--- src/rtl/instr_fetch_unit.sv ---
// Byte-serial instruction fetch stage: assembles big-endian words into a prefetch queue.
// Define IFU_PERF_EN to add the perf_words / perf_flushes saturating counters.
module instr_fetch_unit #(
    parameter logic [31:0] RESET_PC = 32'h0000_0000,
    parameter int unsigned QDEPTH   = 4
) (
    input  logic        clk,
    input  logic        rst_n,
    output logic        mem_req,
    output logic [31:0] mem_addr,
    input  logic        mem_gnt,
    input  logic        mem_rvalid,
    input  logic [7:0]  mem_rdata,
    output logic        if_valid,
    output logic [31:0] if_instr,
    output logic [31:0] if_pc,
    input  logic        if_ready,
    input  logic        redirect_valid,
    input  logic [31:0] redirect_pc,
    output logic        misalign
`ifdef IFU_PERF_EN
    ,
    output logic [31:0] perf_words,
    output logic [15:0] perf_flushes
`endif
);

    localparam int unsigned PW = $clog2(QDEPTH);
    localparam int unsigned CW = PW + 1;
    localparam logic [CW-1:0] QFULL = CW'(QDEPTH);

    typedef enum logic [1:0] {
        ST_IDLE  = 2'd0,
        ST_REQ   = 2'd1,
        ST_WAIT  = 2'd2,
        ST_DRAIN = 2'd3
    } state_t;

    state_t          state_q, state_d;
    logic [31:0]     fetch_pc_q, fetch_pc_d;
    logic [1:0]      byte_idx_q, byte_idx_d;
    logic [31:0]     word_q, word_d;
    logic            misalign_q;
    logic [PW-1:0]   rd_ptr_q, wr_ptr_q;
    logic [CW-1:0]   count_q, count_d;
    logic [31:0]     q_pc_q    [QDEPTH];
    logic [31:0]     q_instr_q [QDEPTH];
    logic            push_s, pop_s, if_valid_s, outstanding_s;
    logic [CW-1:0]   count_after_push_s;

    // Byte 0 of a word lands in bits 31:24 (big-endian assembly).
    function automatic logic [31:0] insert_byte(input logic [31:0] word,
                                                input logic [1:0]  idx,
                                                input logic [7:0]  data);
        logic [31:0] res;
        res = word;
        case (idx)
            2'd0:    res[31:24] = data;
            2'd1:    res[23:16] = data;
            2'd2:    res[15:8]  = data;
            2'd3:    res[7:0]   = data;
            default: res        = word;
        endcase
        return res;
    endfunction

    assign if_valid_s    = (count_q != {CW{1'b0}});
    assign pop_s         = if_valid_s && if_ready && !redirect_valid;
    assign outstanding_s = ((state_q == ST_REQ) && mem_gnt) ||
                           (((state_q == ST_WAIT) || (state_q == ST_DRAIN)) && !mem_rvalid);
    assign count_after_push_s = count_q + {{(CW-1){1'b0}}, 1'b1} - {{(CW-1){1'b0}}, pop_s};

    // Next-state logic for the fetch sequencer; a redirect overrides every other event.
    always_comb begin
        state_d    = state_q;
        fetch_pc_d = fetch_pc_q;
        byte_idx_d = byte_idx_q;
        word_d     = word_q;
        push_s     = 1'b0;
        if (redirect_valid) begin
            fetch_pc_d = {redirect_pc[31:2], 2'b00};
            byte_idx_d = 2'd0;
            word_d     = 32'd0;
            if (outstanding_s) begin
                state_d = ST_DRAIN;
            end else begin
                state_d = ST_REQ;
            end
        end else begin
            case (state_q)
                ST_IDLE: begin
                    if (count_q < QFULL) begin
                        state_d = ST_REQ;
                    end else begin
                        state_d = ST_IDLE;
                    end
                end
                ST_REQ: begin
                    if (mem_gnt) begin
                        state_d = ST_WAIT;
                    end else begin
                        state_d = ST_REQ;
                    end
                end
                ST_WAIT: begin
                    if (mem_rvalid) begin
                        word_d = insert_byte(word_q, byte_idx_q, mem_rdata);
                        if (byte_idx_q != 2'd3) begin
                            byte_idx_d = byte_idx_q + 2'd1;
                            state_d    = ST_REQ;
                        end else begin
                            push_s     = 1'b1;
                            fetch_pc_d = fetch_pc_q + 32'd4;
                            byte_idx_d = 2'd0;
                            if (count_after_push_s < QFULL) begin
                                state_d = ST_REQ;
                            end else begin
                                state_d = ST_IDLE;
                            end
                        end
                    end else begin
                        state_d = ST_WAIT;
                    end
                end
                ST_DRAIN: begin
                    if (mem_rvalid) begin
                        state_d = ST_REQ;
                    end else begin
                        state_d = ST_DRAIN;
                    end
                end
                default: state_d = ST_IDLE;
            endcase
        end
    end

    // Queue occupancy after this cycle's push/pop; a redirect empties it.
    always_comb begin
        if (redirect_valid) begin
            count_d = {CW{1'b0}};
        end else begin
            count_d = count_q + {{(CW-1){1'b0}}, push_s} - {{(CW-1){1'b0}}, pop_s};
        end
    end

    // Sequencer registers and the one-cycle misalign flag.
    always_ff @(posedge clk or negedge rst_n) begin
        if (!rst_n) begin
            state_q    <= ST_IDLE;
            fetch_pc_q <= RESET_PC;
            byte_idx_q <= 2'd0;
            word_q     <= 32'd0;
            misalign_q <= 1'b0;
        end else begin
            state_q    <= state_d;
            fetch_pc_q <= fetch_pc_d;
            byte_idx_q <= byte_idx_d;
            word_q     <= word_d;
            misalign_q <= redirect_valid && (redirect_pc[1:0] != 2'b00);
        end
    end

    // Prefetch queue storage and pointers.
    always_ff @(posedge clk or negedge rst_n) begin
        if (!rst_n) begin
            rd_ptr_q  <= {PW{1'b0}};
            wr_ptr_q  <= {PW{1'b0}};
            count_q   <= {CW{1'b0}};
            q_pc_q    <= '{default: 32'd0};
            q_instr_q <= '{default: 32'd0};
        end else if (redirect_valid) begin
            rd_ptr_q <= {PW{1'b0}};
            wr_ptr_q <= {PW{1'b0}};
            count_q  <= {CW{1'b0}};
        end else begin
            count_q <= count_d;
            if (push_s) begin
                q_pc_q[wr_ptr_q]    <= fetch_pc_q;
                q_instr_q[wr_ptr_q] <= word_d;
                wr_ptr_q            <= wr_ptr_q + PW'(1);
            end
            if (pop_s) begin
                rd_ptr_q <= rd_ptr_q + PW'(1);
            end
        end
    end

    assign mem_req  = (state_q == ST_REQ);
    assign mem_addr = fetch_pc_q + {30'd0, byte_idx_q};
    assign if_valid = if_valid_s;
    assign if_instr = if_valid_s ? q_instr_q[rd_ptr_q] : 32'd0;
    assign if_pc    = if_valid_s ? q_pc_q[rd_ptr_q]    : 32'd0;
    assign misalign = misalign_q;

`ifdef IFU_PERF_EN
    logic [31:0] perf_words_q;
    logic [15:0] perf_flushes_q;

    // Saturating counters of pushed words and accepted redirects.
    always_ff @(posedge clk or negedge rst_n) begin
        if (!rst_n) begin
            perf_words_q   <= 32'd0;
            perf_flushes_q <= 16'd0;
        end else begin
            if (push_s && (perf_words_q != {32{1'b1}})) begin
                perf_words_q <= perf_words_q + 32'd1;
            end
            if (redirect_valid && (perf_flushes_q != {16{1'b1}})) begin
                perf_flushes_q <= perf_flushes_q + 16'd1;
            end
        end
    end

    assign perf_words   = perf_words_q;
    assign perf_flushes = perf_flushes_q;
`endif

endmodule
--- config.mk ---
export PLATFORM = sky130hd
export DESIGN_NAME = instr_fetch_unit
export DESIGN_NICKNAME = d
export VERILOG_FILES = /design/src/rtl/instr_fetch_unit.sv
export SDC_FILE = /design/constraint.sdc
export NUM_CORES = 1
export LEC_CHECK = 0
export CORE_MARGIN = 4
export CORE_UTILIZATION = 52
export DETAILED_ROUTE_END_ITERATION = 16
export GPL_TIMING_DRIVEN = 0
export HOLD_SLACK_MARGIN = 0.02
export PLACE_DENSITY_LB_ADDON = 0.1
export RECOVER_POWER = 100
export SLEW_MARGIN = 20
export SYNTH_ARGS = -nofsm -noshare
export SYNTH_HDL_FRONTEND = slang
export SYNTH_SLANG_ARGS = --single-unit
--- constraint.sdc ---
create_clock -name clk -period 2.4 [get_ports clk]
set_input_delay 0.24 -clock clk [delete_from_list [all_inputs] [get_ports clk]]
set_output_delay 0.24 -clock clk [all_outputs]
set_load 0.005 [all_outputs]
# Yosys cells after proc, flatten, opt, wreduce, memory -nomap -nowiden
# Cells that the tools add are included.
[totals] register_bits=332 latchBits=0 ramBits=0 rom_bits=0 inputBits=46 out_inout_bits=99 wordCells=107 n_memories=0
[op_classes] add_sub_neg=9 mul=0 div_mod_pow=0 order_cmp=5 eq_ne=8 shifts=0 mux=45 bitwise_logic=3 reduce_logical=21
[ops] op="32-bit 2-to-1 mux" count=14
[ops] op="128-bit bitwise mux" count=2
[ops] op="32-bit binary-select mux with 2-bit select" count=2
[ops] op="32-bit demux with 2-bit select" count=1
[ops] op="32-bit by 2-bit adder with 32-bit output" count=1
[ops] op="32-bit by 3-bit adder with 32-bit output, second input constant" count=1
[ops] op="8-bit 2-to-1 mux" count=4
[ops] op="2-bit 2-to-1 mux" count=13
[ops] op="2-bit nonzero test" count=5
[ops] op="2-bit == test, second input constant" count=4
[ops] op="2-bit case mux with 4 select lines" count=1
[ops] op="1-bit 2-to-1 mux" count=7
[ops] op="2-bit by 1-bit adder with 2-bit output, second input constant" count=3
[ops] op="3-bit greater-or-equal comparator, second input constant" count=2
[ops] op="1-bit logical AND" count=6
[ops] op="3-bit < comparator, second input constant" count=2
[ops] op="2-bit inverter with 3-bit output" count=2
[ops] op="3-bit by 1-bit subtractor with 3-bit output" count=2
[ops] op="2-bit by 1-bit == test with 1-bit output, second input constant" count=2
[ops] op="2-bit zero test" count=2
[ops] op="2-bit inequality test, second input constant" count=2
[ops] op="2-bit AND reduction" count=2
[ops] op="3-bit by 1-bit adder with 3-bit output" count=1
[ops] op="3-bit by 1-bit adder with 3-bit output, second input constant" count=1
[ops] op="other kinds (7)" count=9

# Longest topological paths before layout
# Gate-level depths: netlist of the first run.
[logic_depth] depth_word=10 mapped_depth=13 depth_no_buf=11

# Least setup slack after synthesis of the first run
# OpenSTA, ideal clock, no wires.
[synth_path] path_type="input -> register" from="input port redirect_valid" to="register count_q[2]" setup_ps=132 arrival_time_ps=2369 required_time_ps=2268 setup_slack_ps=-101 stages=12 path_cell_list="clkbuf_1 > clkbuf_1 > clkbuf_1 > clkbuf_1 > nor2_1 > ha_1 > inv_1 > ha_1 > inv_1 > fa_1 > xnor2_1 > nor2_1"
[synth_via] elab_chain_len=4 elab_cells_between_ends=6 cone_classes="add/sub (2); mux (2); reduce/logical (2)"
[synth_rtl] element="from (decl)" line_no="18" rtl="input logic redirect_valid,"
[synth_rtl] element="1-bit 2-to-1 mux / 1-bit zero test (equally long branches)" line_no="80, 68"
[synth_rtl] element="3-bit by 1-bit adder with 3-bit output / 1-bit logical AND (equally long branches)" line_no="142, 68"
[synth_rtl] element="3-bit by 1-bit subtractor with 3-bit output" line_no="142" rtl="count_d = count_q + {{(CW-1){1'b0}}, push_s} - {{(CW-1){1'b0}}, pop_s};"
[synth_rtl] element="3-bit 2-to-1 mux (*)" line_no="171" rtl="end else if (redirect_valid) begin"
[synth_rtl] element="to (signal assigned)" line_no="168" rtl="count_q <= {CW{1'b0}};"
[synth_rtl] element="to (signal assigned)" line_no="174" rtl="count_q <= {CW{1'b0}};"
[synth_rtl] element="to (signal assigned)" line_no="176" rtl="count_q <= count_d;"
[synth_rtl] element="to (decl)" line_no="45" rtl="logic [CW-1:0] count_q, count_d;"
# Every way passes the cells marked *; elsewhere a longest branch is shown, timed or not.
# A chain may end at the register's enable or synchronous reset.

# Worst setup path in the final report of the first run
[layout_path] from="register rd_ptr_q[0]" to="output port if_pc[22]"
[layout_via] elab_chain_len=5
[layout_rtl] element="from (decl)" line_no="44" rtl="logic [PW-1:0] rd_ptr_q, wr_ptr_q;"
[layout_rtl] element="from (signal assigned)" line_no="166" rtl="rd_ptr_q <= {PW{1'b0}};"
[layout_rtl] element="from (signal assigned)" line_no="172" rtl="rd_ptr_q <= {PW{1'b0}};"
[layout_rtl] element="from (signal assigned)" line_no="183" rtl="rd_ptr_q <= rd_ptr_q + PW'(1);"
[layout_rtl] element="2-bit inverter with 3-bit output (not written as such)" line_no="192" rtl="assign if_pc = if_valid_s ? q_pc_q[rd_ptr_q] : 32'd0;"
[layout_rtl] element="32-bit binary-select mux with 2-bit select" line_no="192"
[layout_rtl] element="32-bit 2-to-1 mux (not written as such) (2 in a row)" line_no="192"
[layout_rtl] element="32-bit 2-to-1 mux" line_no="192"
[layout_rtl] element="to (decl)" line_no="16" rtl="output logic [31:0] if_pc,"
# Every way passes these cells. The select of a mux whose other input is x is not followed.

==> results of run 1 <==
## flip-flops by register name (all words and copies together), names as in the netlist
name,cells
byte_idx_q,2
q_instr_q,128
misalign,1
wr_ptr_q,2
word_q,32
fetch_pc_q,30
state_q,2
q_pc_q,120
rd_ptr_q,2
count_q,3
## metal layers
layer,vias to the layer above,share of wire
li1,4521,-
met1,5259,0.43
met2,282,0.50
met3,58,0.053
met4,0,0.021
met5,-,0
## cell usage after synthesis, types with 3 or more instances
| cell | instances | share of area |
|---|---|---|
| sky130_fd_sc_hd__buf_2 | 19 | 0.0063 |
| sky130_fd_sc_hd__nand4b_1 | 3 | 0.0017 |
| sky130_fd_sc_hd__or4_2 | 3 | 0.0017 |
| sky130_fd_sc_hd__dfrtp_1 | 322 | 0.53 |
| sky130_fd_sc_hd__and3_1 | 4 | 0.0017 |
| sky130_fd_sc_hd__or4_1 | 14 | 0.0069 |
| sky130_fd_sc_hd__nor2_1 | 27 | 0.0067 |
| sky130_fd_sc_hd__o21ai_0 | 17 | 0.0056 |
| sky130_fd_sc_hd__nor2b_1 | 4 | 0.0017 |
| sky130_fd_sc_hd__clkbuf_1 | 82 | 0.020 |
| sky130_fd_sc_hd__clkbuf_8 | 6 | 0.0055 |
| sky130_fd_sc_hd__xnor2_1 | 5 | 0.0029 |
| sky130_fd_sc_hd__nand2_1 | 97 | 0.024 |
| sky130_fd_sc_hd__buf_1 | 8 | 0.0020 |
| sky130_fd_sc_hd__mux2_2 | 248 | 0.18 |
| sky130_fd_sc_hd__buf_4 | 4 | 0.0020 |
| sky130_fd_sc_hd__a21oi_1 | 37 | 0.012 |
| sky130_fd_sc_hd__mux4_2 | 62 | 0.092 |
| sky130_fd_sc_hd__o31ai_1 | 9 | 0.0045 |
| sky130_fd_sc_hd__and4b_1 | 4 | 0.0026 |
| sky130_fd_sc_hd__nand3_1 | 16 | 0.0053 |
| sky130_fd_sc_hd__mux2i_1 | 4 | 0.0026 |
| sky130_fd_sc_hd__a31oi_1 | 14 | 0.0058 |
| sky130_fd_sc_hd__ha_1 | 11 | 0.0091 |
| sky130_fd_sc_hd__o211ai_1 | 6 | 0.0030 |
| sky130_fd_sc_hd__xor2_1 | 10 | 0.0058 |
| sky130_fd_sc_hd__or3_2 | 4 | 0.0020 |
| sky130_fd_sc_hd__inv_1 | 13 | 0.0032 |
| sky130_fd_sc_hd__nor4_1 | 3 | 0.0012 |
| sky130_fd_sc_hd__and2_1 | 63 | 0.026 |
| sky130_fd_sc_hd__nand4_1 | 9 | 0.0037 |
## per-stage QoR
step                hold slack, ns  instance area, µm²   TNS, ns  instances  setup slack, ns
floorplan                  -0.0556               15200         0       1153           0.0566
global placement             0.483               17000  -4312.51       1678           -12.95
detailed placement           0.147               17200   -168.03       1682           -0.778
CTS                          0.211               19000     -1.10       1769           -0.112
global route                 0.323               18900     -5.61       1769           -0.168
finish                       0.307               18900    -0.573       1769          -0.0908
## final cells by class
cell class,count,area [µm²],area share
clock inverters,5,106,0.00563
clock buffers,53,1070,0.0564
flip-flops and latches,322,8070,0.427
well taps,384,480,0.0254
inverters,13,48.8,0.00258
multi-input cells,695,6570,0.348
plain buffers,115,783,0.0415
repair buffers,182,1770,0.0935
## cell families after synthesis
group                      count (synthesis)
AOI/OAI and AO/OA                         85
xor gates and xnor gates                  15
adders and majority gates                 12
buffers and inverters                    136
DFF                                      322
muxes                                    314
other                                      1
and+or+nand+nor                          267
## where the power goes
part / internal [W] / switching, W / leakage (nW) / total [W]
clock: 0.00337 / 0.00215 / 0.570 / 0.00552
combinational: 0.000291 / 0.000383 / 3.82 / 0.000674
sequential: 0.00548 / 0.0000733 / 4.41 / 0.00556
## worst max-delay path, cell delays in order (launching register included)
cell,delay [ns]
sky130_fd_sc_hd__dfrtp_4,0.53
sky130_fd_sc_hd__buf_8,0.16
sky130_fd_sc_hd__buf_12,0.12
sky130_fd_sc_hd__buf_12,0.11
sky130_fd_sc_hd__buf_6,0.11
sky130_fd_sc_hd__mux4_2,0.43
sky130_fd_sc_hd__and2_4,0.18
sky130_fd_sc_hd__buf_6,0.10
## worst max path at each step
stage,from,endpoint,slack [ns]
finish,rd_ptr_q[0]$_DFFE_PN0P_,if_pc[22],-0.09
global route,redirect_valid,count_q[2]$_DFF_PN0_,-0.17
CTS,rd_ptr_q[0]$_DFFE_PN0P_,if_instr[5],-0.11
detailed placement,rd_ptr_q[0]$_DFFE_PN0P_,if_pc[23],-0.78
global placement,rst_n,q_instr_q[91]$_DFFE_PN0P_,-12.95
floorplan,byte_idx_q[0]$_DFFE_PN0P_,count_q[2]$_DFF_PN0_,0.06
## repair_timing
item / CTS / global route
resized for setup: 364 / 45
setup endpoints to repair: 318 / 228
setup buffers: 29 / 8
endpoints found under the hold margin: 136 / 0
pin swaps: 51 / 8
cloned: 6 / 1
hold buffers: 1 / 0
==> summary.txt, run 1 <==
Outcome
  • Status: finished, violations left
  • Failing checks: setup timing

Setup path
  • Slack of the worst reg-to-reg path: -0.02 ns
  • Capture point of the worst reg-to-reg path: count_q[1]$_DFF_PN0_
  • Source of the worst register-to-register timing path: count_q[1]$_DFF_PN0_
  • Classification of the worst setup path: reg -> out
  • Category of the worst setup path capture point: primary output
  • Required arrival time at the worst endpoint: around 2.2 ns
  • Arr. time, crit path: around 2.3 ns
  • Critical path fanouts, max: 4
  • Crit start category: flip-flop
  • Depth of the worst register-to-register path: 10

Die
  • Die ar.: between 30,000 and 40,000 µm²
  • Initial core utilization: 0.528
  • Die height: 179 µm
  • Placement Rows: between 60 and 70
  • Number of I/O pins: approximately 150
  • Core Box Area: around 29,000 µm²
  • DIE WIDTH: approximately 180 µm

Routing
  • First DRT Iteration DRCs: about 700
  • Number of vias in the routed layout: 10,100
  • DRT Pass-1 Iters: 7
  • Average wire per cell in the routed design: about 22 µm
  • Wire length after detailed routing: roughly 38,000 µm
  • Number of routed nets with antenna violations: 0
  • Drt via density: 5.72
  • DRC viols: 0

Synthesis
  • Average cell area after synthesis: roughly 13 µm²
  • Post-synthesis compound-gate area fraction: 0.0321
  • Adder and majority cell fraction of the synthesized area: 0.0104
  • Synth Cell Area: around 15,000 µm²
  • EDFF count, synth: 0
  • Distinct cell type count of the synthesized netlist: ~50
  • Most instantiated flip-flop cell in the synthesis netlist: sky130_fd_sc_hd__dfrtp_1
  • Area fraction in and, or, nand and nor cells after synthesis: 0.0941
  • Combinational family with the most area after synthesis: multiplexers
  • Proportion of synthesized area in mux cells: 0.279
  • Fraction of registers with async set/reset: 1.00
  • Synth warn: 0
  • Fraction of the yosys area taken by sequential cells: 0.532
  • Post-synthesis cell count: 1,152
  • Total of flip-flops plus latches after synthesis: between 300 and 400
  • Xor and xnor fraction of the mapped netlist area: 0.00867

Pwr
  • Tot Pwr: approximately 0.012 W
  • Leakage: a little under 9 nW
  • Worst ir drop on vdd: around 0.0005 V
  • Power density cells: a little over 600 nW/µm²

GRT
  • Vias in the first global route: slightly above 10,000
  • Met3 Use GR: 0.0369
  • Met1 GRT Util: 0.336
  • Final global-route overflow total: 0
  • Antenna violations before repair: 0
  • First-pass GRT wire length: between 50,000 and 60,000 µm
  • Total Routing Usage GR: 0.242
  • Met2 GRT Util: 0.404
  • Grt peak-use layer: met2
  • Largest net degree at the start of global routing: between 70 and 80

Timing
  • Hold violation total from the final report: 0
  • Upper clock frequency limit: between 400 and 500 MHz
  • Setup repair after global routing missed its margin: true
  • Crit path setup slack, layout: -0.0908 ns
  • Number of pins exceeding their max-slew limit in the final report: 0
  • Worst Clk Skew: 0.0126 ns
  • Final worst-path cycle share: 1.04
  • Number of setup violations in the final report: 26
  • Slew at the pin closest to its max-slew limit: 1.04 ns
  • Slew headroom: 0.304
  • Clock period minus final worst setup slack: about 2.5 ns

Placed design
  • Last weighted congestion value of the routability-driven placer: 0.813
  • HPWL after detailed placement: about 25,000 µm
  • Quantity of I/O buffers inserted on ports: 141

Cells and area
  • Most frequent standard cell in the layout excluding fill and tap cells: sky130_fd_sc_hd__dfrtp_1
  • Post-Route Utilization: 0.658
  • Share of post-route cells with drive strength above 1: 0.417
  • Final antenna diode count: 0
  • Fill cell count: 2,153
  • Commonest cells after routing, fill and taps aside: sky130_fd_sc_hd__dfrtp_1 (317), sky130_fd_sc_hd__mux2_2 (248), sky130_fd_sc_hd__nand2_1 (96), sky130_fd_sc_hd__clkdlybuf4s50_1 (76)
  • Growth of design area from synthesis to finish: 24.7%
  • Net count reported at finish: 1,422

Run
  • Max-capacitance violation count: 0

Clock tree
  • Number of buffers on the longest clock path: 3
  • Number of levels in the clock H-tree: 2
  • Num Clock Sinks: between 300 and 400
  • Worst-Skew Late Latency: 0.51 ns
  • Clock tree from TritonCTS: yes
  • CTS clk-pin slew, worst paths: 0.06 ns
  • Clock buffer count from CTS: 35
  • Buffer type at the clock tree root: sky130_fd_sc_hd__clkbuf_16

Worst hold path
  • Start point of the worst min-delay path: redirect_pc[0]
  • WHS Path Cells: 3
  • Terminating pin of the worst hold path: misalign$_DFF_PN0_
  • Class of the tightest hold or removal check: in -> reg
Power figures use the tool's default switching activity.
==> run 2, diff against run 1 <==
--- a/config.mk
+++ b/config.mk
@@ -5,6 +5,7 @@
 export SDC_FILE = /design/constraint.sdc
 export NUM_CORES = 1
 export LEC_CHECK = 0
+export CORE_ASPECT_RATIO = 0.7
 export CORE_MARGIN = 4
 export CORE_UTILIZATION = 52
 export DETAILED_ROUTE_END_ITERATION = 16
==> run 2 against run 1 <==
The run ends with capacitance limit, slew limit, setup timing left; sequential power about the same; count of clock-buffer cells in the layout shrank 13; sequential share of layout area is 0.61 points lower; global-route usage grew 0.13 points; setup slack got worse by 0.13 ns; cell count up 0.45%; largest power group unchanged; fmax decreased by 4.8%; core utilization up 2.0 points; largest cell class unchanged.
==> summary.txt, run 2 (synthesis results as in run 1) <==
Cells and area
  • Most flop-heavy register: q_instr_q
  • Commonest cells after routing, fill and taps aside: sky130_fd_sc_hd__dfrtp_1 (315), sky130_fd_sc_hd__mux2_2 (248), sky130_fd_sc_hd__nand2_1 (96), sky130_fd_sc_hd__clkdlybuf4s50_1 (77), sky130_fd_sc_hd__mux4_2 (62)
  • Largest registers ranked by flip-flop count: q_instr_q x128, q_pc_q x120, word_q x32
  • Share of post-route cells with drive strength above 1: 0.429
  • Growth of design area from synthesis to finish: 26.5%
  • Design area: around 19,000 µm²
  • Final antenna diode count: 0
  • Flip-flop count of the largest register, all copies and words added: around 130
  • Most frequent standard cell in the layout excluding fill and tap cells: sky130_fd_sc_hd__dfrtp_1
  • Net count reported at finish: around 1,400

Setup path
  • Critical Path Start: rd_ptr_q[0]$_DFFE_PN0P_
  • Arr. time, crit path: between 2 and 2.5 ns
  • Crit start category: flip-flop
  • Source of the worst register-to-register timing path: fetch_pc_q[3]$_DFFE_PN0P_
  • Capture point of the worst reg-to-reg path: fetch_pc_q[30]$_DFFE_PN0P_
  • Required arrival time at the worst endpoint: around 2.2 ns
  • Slack of the worst reg-to-reg path: approximately 0.050 ns
  • Depth of the worst register-to-register path: 5
  • Classification of the worst setup path: reg -> out
  • Category of the worst setup path capture point: primary output
  • Critical path fanouts, max: 9

Timing
  • Post-route setup TNS: -3.85 ns
  • Number of setup violations in the final report: 42
  • Upper clock frequency limit: 382 MHz
  • Minimum hold slack: ~0.22 ns
  • Setup repair after global routing missed its margin: true
  • Crit path setup slack, layout: -0.217 ns
  • Slew headroom: -0.131
  • Number of pins exceeding their max-slew limit in the final report: between 60 and 70
  • Hold violation total from the final report: 0
  • Worst Clk Skew: roughly 0.012 ns
  • Clock period minus final worst setup slack: about 2.6 ns
  • Slew at the pin closest to its max-slew limit: approximately 1.7 ns
  • Final worst-path cycle share: 1.09

Clock tree
  • Number of levels in the clock H-tree: 1
  • Clock tree from TritonCTS: yes
  • Worst-Skew Late Latency: about 0.57 ns
  • Buffer type at the clock tree root: sky130_fd_sc_hd__clkbuf_16
  • Clock buffer count from CTS: 31
  • CTS clk-pin slew, worst paths: 0.07 ns
  • Num Clock Sinks: between 300 and 400
  • Number of buffers on the longest clock path: 3

Routing
  • Average wire per cell in the routed design: 21.9 µm
  • First DRT Iteration DRCs: roughly 680
  • Wire length after detailed routing: between 30,000 and 40,000 µm
  • DRT Pass-1 Iters: 5
  • Number of routed nets with antenna violations: 0
  • Drt via density: around 5.7
  • DRC viols: 0
  • Number of vias in the routed layout: around 10,000

GRT
  • First-pass GRT wire length: around 60,000 µm
  • Total Routing Usage GR: 0.243
  • Vias in the first global route: 10,400
  • Final global-route overflow total: 0
  • Largest net degree at the start of global routing: 98
  • Antenna violations before repair: 0

Outcome
  • Failing checks: capacitance limit, slew limit, setup timing
  • Status: finished, violations left

Worst hold path
  • Terminating pin of the worst hold path: misalign$_DFF_PN0_
  • Class of the tightest hold or removal check: in -> reg
  • WHS Path Cells: 3
  • Start point of the worst min-delay path: redirect_pc[0]

Die
  • Placement Rows: 51
  • Initial core utilization: 0.536
  • Core Box Area: about 28,000 µm²
  • Die height: 151 µm
  • Number of I/O pins: about 150
  • Die ar.: 32,000 µm²
  • DIE WIDTH: 212 µm

Run
  • Max-capacitance violation count: 1

Placed design
  • Quantity of I/O buffers inserted on ports: roughly 140
  • Standard cell area after detailed placement: between 15,000 and 20,000 µm²
  • Last weighted congestion value of the routability-driven placer: 0.849
  • HPWL after detailed placement: 25,800 µm
  • Setup slack after placement: -0.800 ns

Pwr
  • Tot Pwr: between 0.01 and 0.015 W
  • Leakage: between 9 and 10 nW
  • Worst ir drop on vdd: 0.000480 V
  • Power density cells: 594 nW/µm²
run 2: cell type report:
class                           count  area (µm²)
Buffer                            115         818
Clock buffer                       40         870
Clock inverter                     17         208
Fill cell                        2065        9110
Inverter                           13        48.8
Multi-Input combinational cell    696        6600
Sequential cell                   322        8070
Tap cell                          371         464
Timing Repair Buffer              203        2090
run 2: where the power goes:
part	total, W	internal (W)	leakage, nW	switching (W)
Sequential	0.00556	0.00548	4.41	0.0000836
Combinational	0.000671	0.000292	4.10	0.000379
Clock	0.00515	0.00299	0.520	0.00215
run 2: worst max-delay path by stage:
stage	endpoint	slack [ns]
after CTS	if_pc[13]	-0.31
after detailed placement	if_pc[23]	-0.80
after floorplan	count_q[2]$_DFF_PN0_	0.06
after global routing	if_instr[6]	-0.26
after global placement	q_instr_q[41]$_DFFE_PN0P_	-13.03
final	if_instr[6]	-0.22
run 2: per-stage QoR:
| stage | utilization | std cells |
|---|---|---|
| 3_5_place_dp | 0.606 | 1668 |
| 3_3_place_gp | 0.602 | 1665 |
| 6_report | 0.678 | 1777 |
| 2_1_floorplan | - | 1153 |
| 5_1_grt | 0.678 | 1777 |
| 4_1_cts | 0.665 | 1746 |
run 2: routing by layer:
layer / routed length [µm] / track usage
met2: 17600 / 0.368
met3: 2060 / 0.0460
met4: 720 / 0.0518
met1: 18600 / 0.371
met5: 0 / 0
run 2: what timing repair did:
item / CTS / global route
hold buffers: 1 / 0
hold endpoints to repair: 66 / 0
buffers inserted: 24 / 30
resized for setup: 257 / 122
pin swaps: 16 / 28
gates cloned: 3 / 3
setup endpoints to repair: 322 / 66
run 2: critical path, stage by stage, from the launching register on:
cell and delay (ns):
sky130_fd_sc_hd__dfrtp_2 0.44, sky130_fd_sc_hd__buf_12 0.16, sky130_fd_sc_hd__buf_12 0.12, sky130_fd_sc_hd__buf_6 0.10, sky130_fd_sc_hd__buf_6 0.10, sky130_fd_sc_hd__buf_6 0.11
sky130_fd_sc_hd__mux4_2 0.47, sky130_fd_sc_hd__and2_4 0.19, sky130_fd_sc_hd__buf_6 0.11
